### src/rtl/audio_regs_gen2.sv
// Second-generation control/status register file for the TDM/packet audio path:
// RX/TX control, payload capture, saturating counters, W1C status, gain shadow/commit and irq.
module audio_regs_gen2 #(
    parameter int NCH = 4,
    parameter int PW  = 256,
    parameter int CW  = 16,
    parameter int AW  = 10
) (
    input  logic              clk,
    input  logic              rst,
    input  logic              val,
    input  logic [AW-1:0]     addr,
    input  logic              write,
    input  logic [31:0]       wdata,
    output logic [31:0]       rdata,
    output logic              ready,
    output logic              rx_en,
    output logic [7:0]        rx_clk_mask,
    output logic [7:0]        rx_clk_patt,
    input  logic              rx_sample,
    input  logic              rx_valid,
    input  logic [PW-1:0]     rx_pdata,
    output logic              tx_en,
    input  logic              tx_retrans_incr,
    input  logic              tx_drop_incr,
    output logic              tx_valid,
    output logic [PW-1:0]     tx_pdata,
    output logic [8*NCH-1:0]  gain,
    output logic [8*NCH-1:0]  bal,
    output logic              sel,
    output logic              irq
);

    localparam int NW = PW / 32;
    localparam logic [CW-1:0] CMAX = '1;

    localparam logic [AW-1:0] A_RX_CTRL = AW'('h000);
    localparam logic [AW-1:0] A_STAT    = AW'('h004);
    localparam logic [AW-1:0] A_RX_SCNT = AW'('h008);
    localparam logic [AW-1:0] A_IRQ_EN  = AW'('h00C);
    localparam logic [AW-1:0] A_RX_PD   = AW'('h010);
    localparam logic [AW-1:0] A_TX_CTRL = AW'('h100);
    localparam logic [AW-1:0] A_TX_CNT  = AW'('h104);
    localparam logic [AW-1:0] A_TX_GO   = AW'('h108);
    localparam logic [AW-1:0] A_TX_PD   = AW'('h110);
    localparam logic [AW-1:0] A_GAIN    = AW'('h200);
    localparam logic [AW-1:0] A_COMMIT  = AW'('h2FC);
    localparam logic [AW-1:0] A_SEL     = AW'('h300);

    // Bus handshake: every cycle with val=1 is one access; the following cycle
    // ready=1 and rdata carries the read value (or the write data echo). val=0 gives ready=0, rdata=0.

    logic [AW-1:0]    a;
    logic             unused_addr_lsb;
    logic [3:0]       stat;
    logic [3:0]       irq_en;
    logic [CW-1:0]    scnt;
    logic [CW-1:0]    retr;
    logic [CW-1:0]    drop;
    logic [PW-1:0]    cap;
    logic [8*NCH-1:0] gain_sh;
    logic [8*NCH-1:0] bal_sh;
    logic             dirty;
    logic [31:0]      rd_val;

    assign a = {addr[AW-1:2], 2'b00};
    assign unused_addr_lsb = ^addr[1:0];

    logic wr, wr_rxctrl, wr_stat, wr_scnt, wr_irqen, wr_txctrl, wr_txcnt, wr_txgo;
    logic wr_commit, wr_sel, wr_gsh;

    assign wr        = val & write;
    assign wr_rxctrl = wr && (a == A_RX_CTRL);
    assign wr_stat   = wr && (a == A_STAT);
    assign wr_scnt   = wr && (a == A_RX_SCNT);
    assign wr_irqen  = wr && (a == A_IRQ_EN);
    assign wr_txctrl = wr && (a == A_TX_CTRL);
    assign wr_txcnt  = wr && (a == A_TX_CNT);
    assign wr_txgo   = wr && (a == A_TX_GO);
    assign wr_commit = wr && (a == A_COMMIT);
    assign wr_sel    = wr && (a == A_SEL);

    always_comb begin
        wr_gsh = 1'b0;
        for (int c = 0; c < NCH; c++) begin
            if (wr && (a == A_GAIN + AW'(4 * c))) wr_gsh = 1'b1;
        end
    end

    // Event qualification: capture only while enabled, hold the buffer while unread.
    logic samp_inc, cap_load, cap_ovf, samp_sat, tx_sat;
    logic [3:0] stat_set, stat_clr;

    assign samp_inc = rx_sample & rx_en;
    assign cap_load = rx_valid & rx_en & ~stat[0];
    assign cap_ovf  = rx_valid & rx_en & stat[0];
    assign samp_sat = samp_inc && (scnt == CMAX);
    assign tx_sat   = (tx_retrans_incr && (retr == CMAX)) || (tx_drop_incr && (drop == CMAX));
    assign stat_set = {tx_sat, samp_sat, cap_ovf, cap_load};
    assign stat_clr = wr_stat ? wdata[3:0] : 4'd0;

    always_comb begin
        rd_val = 32'hBADACE55;
        if (a == A_RX_CTRL) rd_val = {rx_en, 15'd0, rx_clk_mask, rx_clk_patt};
        if (a == A_STAT)    rd_val = {28'd0, stat};
        if (a == A_RX_SCNT) rd_val = 32'(scnt);
        if (a == A_IRQ_EN)  rd_val = {28'd0, irq_en};
        if (a == A_TX_CTRL) rd_val = {tx_en, 31'd0};
        if (a == A_TX_CNT)  rd_val = {16'(retr), 16'(drop)};
        if (a == A_TX_GO)   rd_val = 32'd0;
        if (a == A_COMMIT)  rd_val = {31'd0, dirty};
        if (a == A_SEL)     rd_val = {31'd0, sel};
        for (int k = 0; k < NW; k++) begin
            if (a == A_RX_PD + AW'(4 * k)) rd_val = cap[32*k +: 32];
            if (a == A_TX_PD + AW'(4 * k)) rd_val = tx_pdata[32*k +: 32];
        end
        for (int c = 0; c < NCH; c++) begin
            if (a == A_GAIN + AW'(4 * c)) rd_val = {16'd0, bal_sh[8*c +: 8], gain_sh[8*c +: 8]};
        end
    end

    always_ff @(posedge clk) begin
        if (rst) begin
            ready       <= 1'b0;
            rdata       <= 32'd0;
            rx_en       <= 1'b0;
            rx_clk_mask <= 8'd0;
            rx_clk_patt <= 8'd0;
            stat        <= 4'd0;
            irq_en      <= 4'd0;
            scnt        <= '0;
            retr        <= '0;
            drop        <= '0;
            cap         <= '0;
            tx_en       <= 1'b0;
            tx_valid    <= 1'b0;
            tx_pdata    <= '0;
            gain_sh     <= '0;
            bal_sh      <= '0;
            gain        <= '0;
            bal         <= '0;
            dirty       <= 1'b0;
            sel         <= 1'b0;
            irq         <= 1'b0;
        end else begin
            ready <= val;
            rdata <= val ? (write ? wdata : rd_val) : 32'd0;

            if (wr_rxctrl) begin
                rx_en       <= wdata[31];
                rx_clk_mask <= wdata[15:8];
                rx_clk_patt <= wdata[7:0];
            end
            // A set event on the same edge as a W1C wins.
            stat <= (stat & ~stat_clr) | stat_set;
            if (wr_irqen) irq_en <= wdata[3:0];
            if (cap_load) cap <= rx_pdata;

            // Counter writes take priority over a coincident increment.
            if (wr_scnt) scnt <= wdata[CW-1:0];
            else if (samp_inc && (scnt != CMAX)) scnt <= scnt + CW'(1);

            if (wr_txcnt) begin
                retr <= wdata[16 +: CW];
                drop <= wdata[CW-1:0];
            end else begin
                if (tx_retrans_incr && (retr != CMAX)) retr <= retr + CW'(1);
                if (tx_drop_incr && (drop != CMAX)) drop <= drop + CW'(1);
            end

            if (wr_txctrl) tx_en <= wdata[31];
            tx_valid <= wr_txgo & wdata[0] & tx_en;
            for (int k = 0; k < NW; k++) begin
                if (wr && (a == A_TX_PD + AW'(4 * k))) tx_pdata[32*k +: 32] <= wdata;
            end

            for (int c = 0; c < NCH; c++) begin
                if (wr && (a == A_GAIN + AW'(4 * c))) begin
                    gain_sh[8*c +: 8] <= wdata[7:0];
                    bal_sh[8*c +: 8]  <= wdata[15:8];
                end
            end
            // Commit publishes all shadows atomically.
            if (wr_gsh) begin
                dirty <= 1'b1;
            end else if (wr_commit && wdata[0]) begin
                gain  <= gain_sh;
                bal   <= bal_sh;
                dirty <= 1'b0;
            end

            if (wr_sel) sel <= wdata[0];
            irq <= |(stat & irq_en);
        end
    end

endmodule

### config.mk
export PLATFORM = sky130hd
export DESIGN_NAME = audio_regs_gen2
export DESIGN_NICKNAME = d
export VERILOG_FILES = /design/src/rtl/audio_regs_gen2.sv
export SDC_FILE = /design/constraint.sdc
export NUM_CORES = 2
export LEC_CHECK = 0
export CELL_PAD_IN_SITES_DETAIL_PLACEMENT = 1
export CELL_PAD_IN_SITES_GLOBAL_PLACEMENT = 2
export CORE_MARGIN = 10
export CORE_UTILIZATION = 30
export CTS_BUF_LIST = sky130_fd_sc_hd__clkbuf_4
export DETAILED_ROUTE_END_ITERATION = 10
export GPL_TIMING_DRIVEN = 0
export PLACE_DENSITY = 0.81
export REMOVE_ABC_BUFFERS = 1
export SYNTH_ARGS = -nofsm -noshare
export SYNTH_HDL_FRONTEND = slang
export SYNTH_SLANG_ARGS = --single-unit
### constraint.sdc
create_clock -name clk -period 3.11 [get_ports clk]
set_input_delay 0.622 -clock clk [delete_from_list [all_inputs] [get_ports clk]]
set_output_delay 0.622 -clock clk [all_outputs]
set_load 0.02 [all_outputs]
# Word-level counts from Yosys, hierarchy flattened

Index checks and enable logic that the tools add are counted.
Widths: inputs -> output; s select.

$add $sub $neg: 3
Equality and inequality tests: 34
Mux-type cells: 43
Bitwise logic cells: 14
Reduce and logical (&&, ||, !) cells: 37

Operators with widths:

| kind                  | number |
|---|---|
| $mux 32               | 30 |
| $mux 16               | 6 |
| $eq 8x7->1 const B    | 11 |
| $add 16x1->16 const B | 3 |
| $eq 16x16->1 const B  | 3 |
| $eq 8x8->1 const B    | 6 |
| $ne 16x16->1 const B  | 3 |
| $eq 8x3->1 const B    | 4 |
| $eq 8x4->1 const B    | 4 |
| $logic_and 1x1->1     | 28 |
| $eq 8x2->1 const B    | 2 |
| $logic_not 10->1      | 1 |
| $and 4x4->4           | 2 |
| $eq 8x1->1 const B    | 1 |
| $reduce_bool 2->1     | 4 |
| $and 1x1->1           | 7 |
| $mux 1                | 6 |
| $mux 4                | 1 |
| $not 4->4             | 1 |
| $or 4x4->4            | 1 |
| $reduce_or 4->1       | 1 |
| $not 1->1             | 3 |
| $reduce_and 2->1      | 1 |
| $reduce_or 2->1       | 1 |
| $logic_or 1x1->1      | 1 |

Register bits after elaboration: 751
Bits of input ports: 306
Output and inout port bits: 374
Word-level logic and storage cells: 165

# Longest topological paths before layout

Depth in word-level cells: 31
Depth in mapped cells: 11
Mapped depth without buffers: 8

# Worst setup path after synthesis

Ideal clock, no wire load.

Path type: input-to-reg
Start point: input addr[6]
End point: register rdata[16]
Data arrival time: 2.528 ns
Required time: 2.983 ns
Path slack: 0.455 ns
Stages on the path: 10
Path buffers: 3
Cells stage by stage: buf_4 > or4_1 > buf_6 > buf_6 > nor3_2 > a41oi_1 > a2111oi_1 > o21ai_1 > a221oi_1 > nor2_1

Longest elaborated chain between the ends: 30
Elaborated cells between the ends (all ways): 57

Ends and longest elaborated chain:

| what                   | RTL line | source |
|---|---|---|
| start: declaration     | 12       | `input logic [AW-1:0] addr,` |
| $eq 8x1->1             | 105      | `if (a == A_STAT) rd_val = {28'd0, stat};` |
| $mux 32                | 105      |  |
| $mux 32                | 106      | `if (a == A_RX_SCNT) rd_val = 32'(scnt);` |
| $mux 32                | 107      | `if (a == A_IRQ_EN) rd_val = {28'd0, irq_en};` |
| $mux 32                | 108      | `if (a == A_TX_CTRL) rd_val = {tx_en, 31'd0};` |
| $mux 32                | 109      | `if (a == A_TX_CNT) rd_val = {16'(retr), 16'(drop)};` |
| $mux 32                | 110      | `if (a == A_TX_GO) rd_val = 32'd0;` |
| $mux 32                | 111      | `if (a == A_COMMIT) rd_val = {31'd0, dirty};` |
| [12 not listed]        | n/a      |  |
| $mux 32                | 115      | `if (a == A_TX_PD + AW'(4 * k)) rd_val = tx_pdata[32*k +: 32];` |
| $mux 32                | 114      | `if (a == A_RX_PD + AW'(4 * k)) rd_val = cap[32*k +: 32];` |
| $mux 32                | 115      |  |
| $mux 32                | 114      |  |
| $mux 32                | 115      |  |
| $mux 32 (3 in series)  | 118      | `if (a == A_GAIN + AW'(4 * c)) rd_val = {16'd0, bal_sh[8*c +: 8], gain_sh[8*c +: 8]};` |
| $mux 32 (*)            | 118      |  |
| $mux 32 (*)            | 147      | `rdata <= val ? (write ? wdata : rd_val) : 32'd0;` |
| end signal: assignment | 147      |  |
| end: declaration       | 15       | `output logic [31:0] rdata,` |

Every way passes the cells marked *; elsewhere a longest branch is shown, timed or not.
A chain may end at the register's enable or synchronous reset.

# Final worst setup path

Start point: input addr[5]
End point: register rdata[0]

Longest elaborated chain between the ends: 31
Elaborated cells between the ends (all ways): 59

Ends and longest elaborated chain:

| what                  | RTL line | source |
|---|---|---|
| $logic_not 10->1      | 104      | `if (a == A_RX_CTRL) rd_val = {rx_en, 15'd0, rx_clk_mask, rx_clk_patt};` |
| $mux 32               | 104      |  |
| $mux 32               | 105      |  |
| $mux 32               | 106      |  |
| $mux 32               | 107      |  |
| $mux 32               | 108      |  |
| $mux 32               | 109      |  |
| $mux 32               | 110      |  |
| [13 not listed]       | n/a      |  |
| $mux 32               | 115      |  |
| $mux 32               | 114      |  |
| $mux 32               | 115      |  |
| $mux 32               | 114      |  |
| $mux 32               | 115      |  |
| $mux 32 (3 in series) | 118      |  |
| $mux 32 (*)           | 118      |  |
| $mux 32 (*)           | 147      |  |

Marks and branches as above.

==> metrics.md <==
| Metric | Value |
|---|---|
| Buffers & Inverters on Critical Path | 3 |
| Largest cells by area after synthesis | dfxtp_1 46%, nand2_1 17%, a21oi_1 12%, clkbuf_1 3.5%, nor2_1 2.2% |
| CP max stage delay | 0.85 ns |
| Final setup vio count | 12 |
| DR DRC count | 0 |
| Clk network pwr share | 46.3% |
| Initial core utilization | around 30% |
| RR Startpoint | rx_clk_mask[0] |
| Final Instance Area | between 40,000 and 50,000 um2 |
| Fmax | just over 300 MHz |
| CP arrival | 4.34 ns |
| Synth unique cells | between 70 and 80 |
| Post-synthesis register bit count | between 700 and 800 |
| Internal | 15.6 mW |
| First-pass GRT wire length | 287,000 um |
| HP Start | rx_pdata[244] |
| Fillers | roughly 13,000 |
| Hold Slack | approximately 0.13 ns |
| Highest-delay cell along the critical path | dlygate4sd2_1 |
| Worst min path class | in -> reg |
| Synth Instances | approximately 4,400 |
| Top_reg_cell synth | dfxtp_1 |
| Ys async rst share | 0% |
| Largest net degree at the start of global routing | between 100 and 150 |
| Fin. max-slew vios | 0 |
| Startpoint Class | input port |
| Worst-path maximum fanout | 15 |
| Fraction of layout cells with a size suffix above 1 | between 10% and 20% |
| Fin. Hold Viols | 0 |
| Violated checks | setup timing |
| Die H | 351 um |
| Num rows | around 120 |
| Pre-CTS setup slack | -3.03 ns |
| Most common cell after layout, fill and taps aside | nand2_1 |
| Worst Path Class, Setup | in -> reg |
| Vias per cell | 5.58 |
| CTS Buffer Depth | 3 |
| Final Critical Period | 3.31 ns |
| Seq/Total Area, Yosys | 45.8% |
| Gr ovfl total | 0 |
| Max-cap violations | 0 |
| Crit. End Element | flip-flop |
| Logic gate share of total power | around 8.6% |
| Port bufs | between 600 and 700 |
| CTS buffer count | around 220 |
| Pre-antenna DRT Iters | 5 |
| Initial antenna violation count | 18 |
| Synth area leader | dfxtp_1 |
| WHS Path Cells | 3 |
| RR Endpoint | rdata[8] |
| # H-tree levels | 4 |
| Most frequent cells in the layout | 1,447 x nand2_1, 782 x a21oi_1, 750 x dfxtp_1 |
| Largest delay share family, worst path | compound AO/OA/AOI/OAI gates |
| Post-layout util | between 40 and 50% |
| R2R Setup Slk | 0.37 ns |
| CTS Sinks | 751 |
| Final WL | 207,000 um |
| Max-Slew Margin vs Limit | less than 1% |
| RSZ-0062 raised after global routing | yes |
| Final period utilization | 106% |
| EDFF count, synth | 0 |
| DRT iter0 DRCs | ~3,400 |
| Pwr Density | roughly 450 nW/um2 |
| Critical Path, Cell by Cell | dlygate4sd2_1 -> nand2b_2 -> nor3_4 -> buf_8 -> buf_16 -> a221oi_2 -> nand3_1 -> o31ai_2 -> a31o_2 -> a21oi_1 |
| Clk root buf | clkbuf_4 |
| Worst-Skew Late Latency | 1.19 ns |
| Final clock skew | 0.0918 ns |
| Synth top area share | between 40 and 50% |
| DP HPWL | around 140,000 um |
| IO Pins | 680 |
| Area of the multi-input gates | ~17,000 um2 |
| Die width | ~350 um |
| Max IR drop VDD | 0.000247 V |
| Syn_area_per_cell | about 7.4 um2 |
| Hold EP | cap[244] |
| Setup TNS | -0.860 ns |
| Worst-Margin Slew | between 1 and 1.5 ns |
| Switching Share | 27.1% |
| R2R depth | 7 |
| CTS tree | yes |
| Sequential share of power | between 40% and 50% |
| Final worst slack | -0.195 ns |
| Outcome | finished with violations |
| GRT Total Usage | 32.2% |
| WL/cell | 30.0 um |
| Area post-placement | 41,500 um2 |
| Worst-path clk slew | 0.06 ns |
| Register area | between 15,000 and 20,000 um2 |
| Net Sw Power | just under 6 mW |
| Leakage | roughly 16 nW |
| Nets | between 5,000 and 6,000 |
| Vias in the first global route | approximately 38,000 |
| Core Area | about 110,000 um2 |
| Vias | 38,500 |
| Synth warnings | 0 |
| Die area | around 120,000 um2 |
| Worst Path Required | 4.14 ns |
| Final ANT Viol Nets | 0 |
| Area delta synth->final | 44.6% |
| Global placer's final weighted congestion | 0.881 |
| Post-synthesis cell area | roughly 33,000 um2 |
-- sequential cells by signal, indices dropped and copies added (netlist names), 8 cells and up --
signal and cells:
rdata 32, scnt 16, rx_clk_mask 8, gain 32, bal_sh 32, gain_sh 32
retr 16, tx_pdata 256, drop 16, cap 256, bal 32, rx_clk_patt 8
-- synthesized netlist by cell type (22+ instances only) --
cell type and instances:
o22ai_1 69, o221ai_1 38, nor2_1 196, nand4_1 23, a21oi_1 786, a221oi_1 47, clkbuf_1 305, nand3_1 57
nand2_1 1463, buf_2 55, o211ai_1 23, o21ai_0 134, dfxtp_1 751, nor3_1 37, xor2_1 22, a22oi_1 30
a211oi_1 55
-- how the worst max path moves through the flow --
stage | slack, ns | cells after the start | from | endpoint
6_report | -0.20 | 10 | addr[5] | rdata[0]
5_1_grt | -0.09 | 9 | addr[5] | rdata[30]
4_1_cts | 0.005 | 9 | addr[6] | rdata[19]
3_5_place_dp | -3.03 | 9 | addr[8] | rdata[19]
3_3_place_gp | -23.32 | 9 | rst | rdata[19]
2_1_floorplan | -5.72 | 4 | rx_valid | cap[0]
-- power by group through the flow --
stage / registers (mW) / logic, mW / clock network (mW)
after CTS: 9.67 / 1.81 / 10.1
after global placement: 9.89 / 1.48 / 0
after global routing: 9.67 / 1.91 / 10.6
after floorplan: 9.91 / 0.253 / 0
final: 9.67 / 1.85 / 9.92
after detailed placement: 9.89 / 1.49 / 0
-- routing by layer --
metal	track usage, %	wire, um	vias up
met5	0	102	-
met4	15.1	9600	16
met3	8.68	18400	391
met2	50.7	93200	1775
met1	40.7	85800	19200
li1	-	-	17200
-- area by class of cell --
type / count / share of cell area [%]
Antenna cell: 14 / 0.0737
Clock buffer: 347 / 5.48
Clock inverter: 50 / 0.587
Inverter: 15 / 0.132
Multi-Input combinational cell: 3279 / 35.3
Sequential cell: 751 / 31.6
Tap cell: 1414 / 3.72
Timing Repair Buffer: 1025 / 23.1
-- tightest hold or removal path, stage by stage --
cell and delay, ns:
clkdlybuf4s50_1 0.47, nand2_1 0.10, a21oi_1 0.05
-- cell families (layout without fill, tap and decap cells) --
family                     Yosys count  after routing  synth area share, %
other                                0             14                    0
xor gates and xnor gates            41             41                 1.09
AOI/OAI and AO/OA                 1327           1327                 23.7
and+or+nand+nor                   1872           1872                 23.1
adders and majority gates            3              3                0.114
buffers and inverters              400           1437                 4.89
muxes                               36             36                 1.30
DFF                                751            751                 45.8
-- metrics by stage --
stage	cells	power, mW
after floorplan	4045	10.2
after global placement	6136	11.4
after detailed placement	6206	11.4
after CTS	6876	21.6
after global routing	6890	22.2
final	6895	21.4
-- repair_timing --
item	in CTS	in global routing
endpoints found under the hold margin	387	0
buffers inserted	32	4
resized for setup	67	21
hold buffers	241	0
setup endpoints to repair	470	43
pin swaps	9	1
No activity file was read; power rests on OpenSTA's default activity.
